===== src/rtl/ac_channel_fifo.sv =====
// Synchronous FIFO for one ac_channel link between HLS kernels (any DEPTH >= 1).
// Optional statistics ports (level, overflow, underflow) are enabled by CHANNEL_FIFO_STATS_EN.
module ac_channel_fifo #(
  parameter int WIDTH = 32,
  parameter int DEPTH = 4,
  localparam int AW = $clog2(DEPTH + 1)
) (
  input  logic             clk,
  input  logic             rst,
  input  logic             chan_rst,
  input  logic [WIDTH-1:0] in_data,
  input  logic             write_valid,
  output logic             write_ready,
  input  logic             read_valid,
  output logic             read_ready,
  output logic [WIDTH-1:0] out_data
`ifdef CHANNEL_FIFO_STATS_EN
  ,
  output logic [AW-1:0]    level,
  output logic             overflow,
  output logic             underflow
`endif
);

  localparam int PW = (DEPTH > 1) ? $clog2(DEPTH) : 1;

  logic [WIDTH-1:0] mem [DEPTH];
  logic [PW-1:0]    wr_ptr;
  logic [PW-1:0]    rd_ptr;
  logic [PW-1:0]    wr_ptr_next;
  logic [PW-1:0]    rd_ptr_next;
  logic [AW-1:0]    count;
  logic             clear;
  logic             push;
  logic             pop;

  assign clear = rst | chan_rst;

  // Handshakes come only from registered count, so a same-cycle pop never frees a slot for a push.
  assign write_ready = (count != AW'(DEPTH));
  assign read_ready  = (count != '0);

  assign push = write_valid & write_ready & ~clear;
  assign pop  = read_valid & read_ready & ~clear;

  always_comb begin
    wr_ptr_next = wr_ptr + PW'(1);
    rd_ptr_next = rd_ptr + PW'(1);
    if (wr_ptr == PW'(DEPTH - 1)) wr_ptr_next = '0;
    if (rd_ptr == PW'(DEPTH - 1)) rd_ptr_next = '0;
  end

  always_ff @(posedge clk) begin
    if (clear) begin
      count    <= '0;
      wr_ptr   <= '0;
      rd_ptr   <= '0;
      out_data <= '0;
    end else begin
      if (push) wr_ptr <= wr_ptr_next;
      if (pop) begin
        rd_ptr   <= rd_ptr_next;
        out_data <= mem[rd_ptr];
      end
      if (push && !pop) count <= count + AW'(1);
      else if (pop && !push) count <= count - AW'(1);
    end
  end

  // Storage is never reset; stale words are unreachable because the pointers restart at zero.
  always_ff @(posedge clk) begin
    if (push) mem[wr_ptr] <= in_data;
  end

`ifdef CHANNEL_FIFO_STATS_EN
  assign level = count;

  always_ff @(posedge clk) begin
    if (clear) begin
      overflow  <= 1'b0;
      underflow <= 1'b0;
    end else begin
      if (write_valid && !write_ready) overflow <= 1'b1;
      if (read_valid && !read_ready) underflow <= 1'b1;
    end
  end
`endif

endmodule

===== config.mk =====
export PLATFORM = sky130hd
export DESIGN_NAME = ac_channel_fifo
export DESIGN_NICKNAME = d
export VERILOG_FILES = /design/src/rtl/ac_channel_fifo.sv
export SDC_FILE = /design/constraint.sdc
export NUM_CORES = 1
export LEC_CHECK = 0
export ABC_AREA = 1
export BUFFER_PORTS_ARGS = -buffer_cell sky130_fd_sc_hd__buf_2
export CORE_ASPECT_RATIO = 1.25
export CORE_MARGIN = 4
export CORE_UTILIZATION = 40
export CTS_CLUSTER_SIZE = 10
export DETAILED_ROUTE_END_ITERATION = 10
export HOLD_SLACK_MARGIN = 0.03
export SETUP_SLACK_MARGIN = 0.15
export SLEW_MARGIN = 10
export SYNTH_ARGS = -nofsm -noshare
export SYNTH_HDL_FRONTEND = slang
export SYNTH_SLANG_ARGS = --single-unit

===== constraint.sdc =====
create_clock -name clk -period 3.7 [get_ports clk]
set_input_delay 0.37 -clock clk [delete_from_list [all_inputs] [get_ports clk]]
set_output_delay 0.37 -clock clk [all_outputs]
set_load 0.02 [all_outputs]

# Yosys cells after proc, flatten, opt, wreduce, memory -nomap -nowiden
# Memory sizes are Yosys's and may differ from the RTL's. A register that Yosys moved wholly into a read port is not among the register bits.
# Cells that the tools add are included.
[totals] register_bits=7 mem_bits_rw=128 in_bits=37 out_inout_bits=34 elab_cells=29 memories=1
[memory_table] name="mem" words=4 width=32 rd=1 rd_ports_with_merged_regs=1 write_ports=1 line="27" text="logic [WIDTH-1:0] mem [DEPTH];"
[op_classes] add_sub_neg=4 eq_ne=3 n_mux=6 n_bitwise=6 reduce_logical=6
[op_table] cell="3-bit two-way mux" n=2
[op_table] cell="2-bit by 1-bit adder with 2-bit output (second input constant)" n=2
[op_table] cell="1-bit bitwise AND" n=4
[op_table] cell="2-bit == test (second input constant)" n=2
[op_table] cell="2-bit two-way mux" n=2
[op_table] cell="3-bit by 1-bit adder with 3-bit output (second input constant)" n=1
[op_table] cell="3-bit inequality test (second input constant)" n=1
[op_table] cell="3-bit nonzero test" n=1
[op_table] cell="3-bit by 1-bit subtractor with 3-bit output (second input constant)" n=1
[op_table] cell="1-bit logical AND" n=2
[op_table] cell="1-bit logical NOT" n=2
[op_table] cell="1-bit two-way mux" n=2
[op_table] cell="2-bit nonzero test" n=1
[op_table] cell="1-bit NOT" n=1
[op_table] cell="1-bit bitwise OR" n=1

# Depth between registers and ports, before layout
# Gate-level depths: netlist of the first run.
[depth] depth_word=7 ltp_mapped=13 depth_no_buf=13

# Worst setup path before layout of the first run
# Ideal clock, no wire load.
[synth_timing] path_type="flip-flop to flip-flop" from="register count[1]" to="memory mem[0][0], enable pin" setup_ps=421 arrival_ps=2277 required_ps=3279 slack_ps=1002 stages_incl_launch_ff=5 n_path_buf=0 synth_period_minus_slack_ps=2698 cell_sequence="dfxtp_1 inv_1 nand3_1 nand3_1 nor2_1"
[synth_via] elab_chain_cells=5
[synth_lines] item="start, declared" line="32" text="logic [AW-1:0] count;"
[synth_lines] item="start signal, assigned" line="65" text="if (push && !pop) count <= count + AW'(1);"
[synth_lines] item="start signal, assigned" line="66" text="else if (pop && !push) count <= count - AW'(1);"
[synth_lines] item="3-bit inequality test" line="40" text="assign write_ready = (count != AW'(DEPTH));"
[synth_lines] item="named net write_ready" line="13" text="output logic write_ready,"
[synth_lines] item="1-bit bitwise AND (2 in series)" line="43" text="assign push = write_valid & write_ready & ~clear;"
[synth_lines] item="1-bit two-way mux" line="72" text="if (push) mem[wr_ptr] <= in_data;"
[synth_lines] item="1-bit two-way mux (implied by the code)" line="72"
[synth_lines] item="end, declared" line="27"
# The timed path passes the listed nets, and every way through them passes these cells.

# Worst setup path after layout of the first run
[layout_timing] from="register count[0]" to="memory mem[2][17], enable pin"
[layout_via] elab_chain_cells=5
[layout_lines] item="3-bit inequality test" line="40"
[layout_lines] item="1-bit bitwise AND (2 in series)" line="43"
[layout_lines] item="1-bit two-way mux" line="72"
[layout_lines] item="1-bit two-way mux (implied by the code)" line="72"
# No other way between the ends.

==> out/results.ini, run 1 <==
[routing]
drt_iter0_drc = 202
route.met3.wl_um = 544
top_layer = met4
first_pass_iters = 4
wirelength_met1_mm = 6.49
drt-wirelength-per-cell_um = 13.5
ant_nets = 0
routed_wl_mm = 14.5
drc_errors = 0
via_per_inst = 4.46
vias = 4803
wl_met2_mm = 7.27

[finish]
n_antenna_cell = 0
fin_area_um2 = 8270
syn_to_final_growth_pct = 15.8
final_nets = 884
layout_common_cells = 236 x nand2_1, 176 x inv_1, 128 x edfxtp_1
final_common_cell = nand2_1
drive_above_1_share = 0.140

[critical_path]
cp-startpoint = count[0]$_SDFFE_PP0P_
cp-endpoint = mem[2][17]$_DFFE_PP_
ff2ff_path_depth = 5
crit_fanout = 17
crit_required_ns = 3.80
crit_type = reg -> reg
critPathArrivalTime_ns = 2.42
start_kind = flop
end_kind = flop
r2r_end = mem[2][17]$_DFFE_PP_
worstReg2RegStart = count[0]$_SDFFE_PP0P_
reg2reg_slack_ns = 1.38

[run_status]
status = completed

[cts]
cts.sinks = 167
cts_tree = yes
cts_made_buffers = 17
root_buffer = clkbuf_16
cts_resized = 0
cts_max_level = 4
cts_hold_buf = 0
cts_setup_buffers = 0
path_clk_slew_ns = 0.06
insertion_delay_ns = 0.42
clk_path_buf_depth = 2

[floorplanning]
num_rows = 54
start_util = 0.408
die-area_um2 = 20100
core-area_um2 = 17500
die_w_um = 127
io_pins = 71
die_h_um = 157

[sta]
report.final.slew_viol_count = 0
fmax_mhz = 431
finalCriticalPeriod_ns = 2.32
post-route-period-util = 0.626
rsz0062_at_grt = no
maxSlewHeadroom = 0.198
tns_ns = 0
finalSetupViolations = 0
hold_violations = 0
worst_slew_pin_slew_ns = 1.20
layout_setup_ws_ns = 1.38
final.setup_skew_ns = 0.00885

[synthesis]
ys_seq_area_frac = 0.648
synth_cell_types = 20
yosysTopAreaCellShare = 0.538
synth_area_leader_cell = edfxtp_1
synthCells = 771
yosys_warnings = 0
avgSynthCellArea_um2 = 9.26
ys_top_cells_by_area = edfxtp_1 54%, nand2_1 12%, dfxtp_1 11%
synth_area_um2 = 7140
syn_nets = 815
ys_ff_latch = 167

[pwr]
powerDensity_nw_per_um2 = 472
p_comb_frac = 0.042
power_frac_clock = 0.432
p_int_mw = 3.07
swShare = 0.213
ir_drop_uv = 326
switchingPower_uw = 831
leakagePower_nw = 3.89
p_seq_frac = 0.525

[grt]
grt_overflow = 0
track_usage = 0.155
grt_max_degree = 68
antenna_found_initial = 0
grt_pass1_vias = 4801
grt_first_pass_wirelength_mm = 24.0

[flow_run]
maxCapViolations = 0

[placement]
place_ws_ns = 1.32
place_congestion = 0.707
placed_cell_area_um2 = 7710
port-buffer-count = 70
dp_hpwl_mm = 8.93

[worst_hold_path]
min_path_type = in -> reg

worst max-delay path: stages (launching register included):
cell and delay, ns:
dfxtp_1 0.36, inv_1 0.10, nand3_1 0.16, nand3_1 0.39
nor2_4 0.61, buf_4 0.38
state kept, by name, summed over array words and instances, names as in the netlist:
| name | count |
|---|---|
| count | 3 |
| mem | 128 |
| out_data | 32 |
| rd_ptr | 2 |
| wr_ptr | 2 |
cell usage after synthesis:
library cell and number:
buf_2 17, nand2_1 236, nor2_1 74, clkbuf_1 1, ha_1 6, nand4_1 1
nand3_2 2, nand3_1 68, edfxtp_1 128, o21ai_0 2, dfxtp_1 39, buf_4 11
nand3b_1 1, inv_2 1, fa_1 1, inv_1 176, nor2_2 1, a21oi_1 4
buf_1 1, nand2_2 1
power groups by stage:
stage	Sequential, mW	Clock [mW]	Combinational, mW
after global routing	2.05	1.80	0.190
after detailed placement	2.09	0	0.169
after floorplan	2.10	0	0.0909
final	2.05	1.69	0.166
after global placement	2.09	0	0.167
after CTS	2.05	1.73	0.170
layer usage:
metal | up-vias | global-route usage
met4 | 0 | 0.0577
met2 | 82 | 0.267
met5 | - | 0
met3 | 17 | 0.0363
met1 | 2230 | 0.188
li1 | 2474 | -
cell type report:
type                       instances  area (um2)
sequential                       167        4630
fill                            1694        9230
clock inverter                    15         136
clock buffer                      17         425
multi-input combinational        397        1710
timing repair buffer              80         425
tap                              224         280
inverter                         177         664
worst min-delay path by stage:
stage                        startpoint                       end  slack [ns]  cells after the start
2_1_floorplan    wr_ptr[1]$_SDFFE_PP0P_    wr_ptr[1]$_SDFFE_PP0P_        0.47                      2
3_3_place_gp   out_data[4]$_SDFFE_PP0P_  out_data[4]$_SDFFE_PP0P_        0.50                      4
3_5_place_dp     wr_ptr[1]$_SDFFE_PP0P_    wr_ptr[1]$_SDFFE_PP0P_        0.50                      2
4_1_cts                     in_data[15]      mem[3][15]$_DFFE_PP_        0.15                      1
5_1_grt                     in_data[15]      mem[3][15]$_DFFE_PP_        0.15                      1
6_report                    in_data[10]      mem[2][10]$_DFFE_PP_        0.16                      1
metrics by stage:
| stage | std cells | hold slack [ns] | power (mW) | utilization |
|---|---|---|---|---|
| 2_1_floorplan | 771 | 0.468 | 2.19 | - |
| 3_3_place_gp | 1045 | 0.501 | 2.26 | 0.440 |
| 3_5_place_dp | 1045 | 0.502 | 2.26 | 0.440 |
| 4_1_cts | 1077 | 0.146 | 3.95 | 0.473 |
| 5_1_grt | 1077 | 0.149 | 4.04 | 0.473 |
| 6_report | 1077 | 0.162 | 3.91 | 0.473 |
kinds of logic (layout without fill, tap and decap cells):
| logic type | count (synthesis) | count (layout) | share of synthesized area |
|---|---|---|---|
| and+or+nand+nor | 384 | 384 | 0.217 |
| adders and majority gates | 7 | 7 | 0.0133 |
| buffers and inverters | 207 | 289 | 0.118 |
| DFF | 167 | 167 | 0.648 |
| AOI/OAI and AO/OA | 6 | 6 | 0.00421 |
Power figures use the tool's default switching activity.
==> run 2, diff against run 1 <==
--- a/config.mk
+++ b/config.mk
@@ -5,7 +5,7 @@
 export SDC_FILE = /design/constraint.sdc
 export NUM_CORES = 1
 export LEC_CHECK = 0
-export ABC_AREA = 1
+export ABC_AREA = 0
 export BUFFER_PORTS_ARGS = -buffer_cell sky130_fd_sc_hd__buf_2
 export CORE_ASPECT_RATIO = 1.25
 export CORE_MARGIN = 4
==> constraint.sdc (replaced) <==
create_clock -name clk -period 2.4 [get_ports clk]
set_input_delay 0.24 -clock clk [delete_from_list [all_inputs] [get_ports clk]]
set_output_delay 0.24 -clock clk [all_outputs]
set_load 0.02 [all_outputs]
==> run 2 against run 1 <==
Compared with the run above: synthesized cell count shrank 63%; via count shrank 37%; first-iteration DRC count is 29% lower; register-to-register slack lost 1.2 ns; power increased by 53%; global-route usage is 1.7 points lower; combinational power up 28%; routed wire length decreased by 24%; non-clock buffer count increased by 25.
==> out/results.ini, run 2 <==
[synthesis]
synth_top_family_by_area = multiplexers
ys.flop_type = edfxtp_1
async_reset_ff_frac = 0
avgSynthCellArea_um2 = 21.1
synth_commonest_cells = 128 x edfxtp_1, 39 x dfxtp_1, 32 x mux4_2, 28 x a22o_2, 7 x buf_6
synth-xor-area-share = 0.00287
synthMuxAreaShare = 0.121
synth_cell_types = 29
ys_top_cells_by_area = edfxtp_1 63%, dfxtp_1 13%, mux4_2 12%
syn_nets = 333
synth_compound_area_frac = 0.0635
ys_seq_area_frac = 0.757
synth_edf_count = 128
synth_area_um2 = 6110
ys_ff_latch = 167
synth-simple-area-share = 0.0164
yosys_warnings = 0
synth_adder_area_share = 0.0156
synth_area_leader_cell = edfxtp_1
yosysTopAreaCellShare = 0.630
synth.most_common_cell = edfxtp_1
synthCells = 289

[sta]
report.final.slew_viol_count = 0
final.setup_skew_ns = 0.00993
tns_ns = 0
worst_slew_pin_slew_ns = 0.919
finalSetupViolations = 0
hold_violations = 0
layout_setup_ws_ns = 0.232
post-route-period-util = 0.903
rsz0062_at_grt = no
maxSlewHeadroom = 0.388
finalCriticalPeriod_ns = 2.17
fmax_mhz = 461

[cts]
path_clk_slew_ns = 0.06
cts_made_buffers = 17
insertion_delay_ns = 0.42
clk_path_buf_depth = 2
cts.sinks = 167
cts_tree = yes
cts_max_level = 4
root_buffer = clkbuf_16

[critical_path]
crit_type = reg -> reg
worstReg2RegStart = count[0]$_SDFFE_PP0P_
ff2ff_path_depth = 9
reg2reg_slack_ns = 0.23
critPathSlowestCell = or3_2
cpMostUsedCell = inv_1
crit_required_ns = 2.75
critPathArrivalTime_ns = 2.52
start_kind = flop
path_buf_inv = 2
cp-startpoint = count[0]$_SDFFE_PP0P_
crit_family = adder cells
end_kind = flop
crit_fanout = 5
crit_chain = o31ai_4, nor2_4, inv_1, ha_2, inv_1, fa_2, xor2_1, or3_2, a21oi_2
r2r_end = count[2]$_SDFFE_PP0P_
critPathMaxStageDelay_ns = 0.42

[finish]
regMostFlops = mem
multiInputGateArea_um2 = 1370
n_antenna_cell = 0
final_nets = 442
drive_above_1_share = 0.460
final_common_cell = edfxtp_1
syn_to_final_growth_pct = 23.4
largestRegisters = mem x128, out_data x32, count x3
largest_reg_flops = 128
fill_cells = 1222
layout_common_cells = 128 x edfxtp_1, 70 x buf_2, 34 x dfxtp_1
regArea_um2 = 4630

[pwr]
leakagePower_nw = 2.66
powerDensity_nw_per_um2 = 793
ir_drop_uv = 569

[grt]
use_met1 = 0.165
met3_usage = 0.0496
grt_pass1_vias = 3295
track_usage = 0.137
grt_max_degree = 33
antenna_found_initial = 0
use_met2 = 0.225
grt_first_pass_wirelength_mm = 17.7
grt_overflow = 0
busiest_layer = met2

[placement]
place_ws_ns = 0.168
port-buffer-count = 70
place_congestion = 0.720
dp_hpwl_mm = 6.27

[floorplanning]
die-area_um2 = 17300
start_util = 0.408
io_pins = 71
die_h_um = 146
die_w_um = 119
core-area_um2 = 15000
num_rows = 50

[routing]
drc_errors = 0
drt-wirelength-per-cell_um = 18.5
drt_iter0_drc = 144
first_pass_iters = 4
vias = 3045
routed_wl_mm = 11.0
via_per_inst = 5.13
ant_nets = 0

[worst_hold_path]
min_path_type = in -> reg
hp-start = in_data[2]
hold_depth = 1
hold_end = mem[2][2]$_DFFE_PP_

[flow_run]
maxCapViolations = 0

[run_status]
status = completed

## run 2: cell types whose count changed in the layout (fill, tap and decap cells not counted), sizes merged, moves of 4 or more
cell,previous run,this run
a22o,0,32
and2,0,4
dlygate4sd3,0,25
inv,178,7
mux4,0,32
nand2,237,1
nand3,70,1
nor2,75,4
## run 2: repair_timing
item	in CTS	in global routing
setup buffers	0	3
setup endpoints to repair	0	65
hold endpoints to repair	93	4
gates resized for setup	0	3
hold buffers	24	1
## run 2: cell families (layout without fill, tap and decap cells)
group                    after synthesis  in the layout
AO/OA/AOI/OAI                         41             41
XOR/XNOR                               2              2
adder cells (fa/ha/maj)                7              7
buffers and inverters                 21            143
flip-flops                           167            167
multiplexers                          34             34
AND/OR/NAND/NOR                       17             17
## run 2: worst max-delay path by stage
stage / depth (start not counted) / to
floorplan: 10 / count[2]$_SDFFE_PP0P_
global placement: 9 / count[2]$_SDFFE_PP0P_
detailed placement: 8 / count[2]$_SDFFE_PP0P_
CTS: 8 / count[2]$_SDFFE_PP0P_
global route: 9 / count[2]$_SDFFE_PP0P_
finish: 9 / count[2]$_SDFFE_PP0P_
## run 2: layout make-up
type / instances / area share
tap: 182 / 0.0302
inverter: 6 / 0.00299
sequential: 167 / 0.615
clock inverter: 13 / 0.0173
multi-input combinational: 101 / 0.181
timing repair buffer: 105 / 0.0946
clock buffer: 19 / 0.0588
## run 2: power by group
group          internal (mW)  switching [mW]
sequential              3.14          0.0128
combinational          0.105           0.108
clock                   1.55            1.06
## run 2: routing by layer
metal	vias up	wire [um]
li1	1397	-
met1	1566	4530
met2	64	5730
met3	18	518
met4	0	199
met5	-	0
## run 2: stage by stage
| stage | instance area, um2 | utilization | total power, mW | hold slack, ns | instances |
|---|---|---|---|---|---|
| final | 7540 | 0.504 | 5.98 | 0.0497 | 593 |
| after global routing | 7540 | 0.504 | 6.22 | 0.0318 | 593 |
| after CTS | 7500 | 0.501 | 6.05 | 0.0319 | 589 |
| after detailed placement | 6680 | 0.447 | 3.39 | 0.461 | 533 |
| after global placement | 6680 | 0.447 | 3.39 | 0.453 | 533 |
| after floorplan | 6130 | - | 3.31 | 0.339 | 289 |
==> run 3, diff against run 2 <==
--- a/config.mk
+++ b/config.mk
@@ -10,6 +10,7 @@
 export CORE_ASPECT_RATIO = 1.25
 export CORE_MARGIN = 4
 export CORE_UTILIZATION = 40
+export CTS_BUF_LIST = sky130_fd_sc_hd__clkbuf_2
 export CTS_CLUSTER_SIZE = 10
 export DETAILED_ROUTE_END_ITERATION = 10
 export HOLD_SLACK_MARGIN = 0.03
==> run 3 against run 2 <==
Compared with the run above: hold slack improved by 0.22 ns; maximum frequency grew 0.44%; combinational power increased by 7%; sequential share of layout area up 1.8 points; critical path type unchanged; largest power group unchanged.
==> out/results.ini, run 3 (synthesis results as in run 2) <==
[run_status]
status = completed

[sta]
worst_hold_slack_ns = 0.266
rsz0062_at_grt = no
maxSlewHeadroom = 0.389
report.final.slew_viol_count = 0
post-route-period-util = 0.899
finalCriticalPeriod_ns = 2.16
finalSetupViolations = 0
worst_slew_pin_slew_ns = 0.916
tns_ns = 0
fmax_mhz = 463
final.setup_skew_ns = 0.0189
hold_violations = 0

[floorplanning]
num_rows = 50
die-area_um2 = 17300
io_pins = 71
core-area_um2 = 15000
die_w_um = 119
start_util = 0.408
die_h_um = 146

[routing]
drt_iter0_drc = 150
first_pass_iters = 4
drt-wirelength-per-cell_um = 18.3
via_per_inst = 5.08
drc_errors = 0
vias = 3081
ant_nets = 0
routed_wl_mm = 11.1

[cts]
root_buffer = clkbuf_2
cts_tree = yes
clk_path_buf_depth = 2
insertion_delay_ns = 0.71
path_clk_slew_ns = 0.22
cts_made_buffers = 17
cts_max_level = 4
cts.sinks = 167

[placement]
place_congestion = 0.720
dp_hpwl_mm = 6.27
port-buffer-count = 70

[critical_path]
cpMostUsedCell = inv_1
crit_family = adder cells
critPathArrivalTime_ns = 2.82
critPathMaxStageDelay_ns = 0.42
critPathSlowestCell = or3_2
start_kind = flop
crit_chain = o31ai_4, nor2_4, inv_1, ha_2, inv_1, fa_2, xor2_1, or3_2, a21oi_2
end_kind = flop
path_buf_inv = 2
crit_fanout = 5
crit_type = reg -> reg
crit_required_ns = 3.06

[finish]
multiInputGateArea_um2 = 1370
largestRegisters = mem x128, out_data x32, count x3
fin_util = 0.490
syn_to_final_growth_pct = 20.0
largest_reg_flops = 128
final_common_cell = edfxtp_1
fill_cells = 1260
regMostFlops = mem
regArea_um2 = 4640
layout_common_cells = 128 x edfxtp_1, 70 x buf_2, 38 x dlygate4sd3_1
drive_above_1_share = 0.448
final_nets = 455

[pwr]
powerDensity_nw_per_um2 = 652
ir_drop_uv = 337
leakagePower_nw = 2.58

[grt]
grt_first_pass_wirelength_mm = 17.8
track_usage = 0.137
antenna_found_initial = 1
grt_max_degree = 33
grt_overflow = 0
grt_pass1_vias = 3377

[worst_hold_path]
min_path_type = in -> reg

[flow_run]
maxCapViolations = 0

run 3: timing repair:
item	4_1_cts	5_1_grt
setup endpoints to repair	2	1
setup buffers	0	3
hold buffers	38	0
gates resized for setup	2	3
hold endpoints to repair	135	0
pin swaps	0	2
run 3: worst reg2reg max path, stage by stage, from the launching register on:
cell and delay, ns:
dfxtp_4 0.41, o31ai_4 0.30, nor2_4 0.06, inv_1 0.06
ha_2 0.18, inv_1 0.05, fa_2 0.33, xor2_1 0.18
or3_2 0.42, a21oi_2 0.13
run 3: cell type report:
class	instances	share of cell area
clock buffer	18	0.0123
tap	182	0.0311
multi-input combinational	101	0.187
sequential	167	0.633
antenna	1	0.000341
inverter	6	0.00307
timing repair buffer	118	0.115
clock inverter	14	0.0183
run 3: per-layer routing:
layer,share of wire,vias to the layer above,global-route usage
met4,0.018,0,0.0551
li1,-,1424,-
met3,0.046,17,0.0492
met2,0.52,66,0.229
met5,0,-,0
met1,0.41,1574,0.163
run 3: final timing paths:
kind | depth (start not counted) | start | to | slack (ns)
setup / recovery | 9 | count[2]$_SDFFE_PP0P_ | count[2]$_SDFFE_PP0P_ | 0.24
hold / removal | 2 | in_data[16] | mem[3][16]$_DFFE_PP_ | 0.27
setup reg to reg | 9 | count[2]$_SDFFE_PP0P_ | count[2]$_SDFFE_PP0P_ | 0.24
hold reg to reg | 1 | out_data[24]$_SDFFE_PP0P_ | out_data[24]$_SDFFE_PP0P_ | 0.51
run 3: stage by stage:
step | setup slack, ns | power (mW) | cells | cell area [um2]
2_1_floorplan | 0.180 | 3.31 | 289 | 6130
6_report | 0.241 | 4.78 | 607 | 7330
4_1_cts | 0.181 | 4.84 | 603 | 7290
3_3_place_gp | 0.215 | 3.39 | 533 | 6680
3_5_place_dp | 0.168 | 3.39 | 533 | 6680
5_1_grt | 0.139 | 5.00 | 607 | 7330
run 3: report_power, final:
group,total [mW],internal [mW],switching (mW)
clock,1.40,0.470,0.927
sequential,3.15,3.14,0.0128
combinational,0.228,0.117,0.111
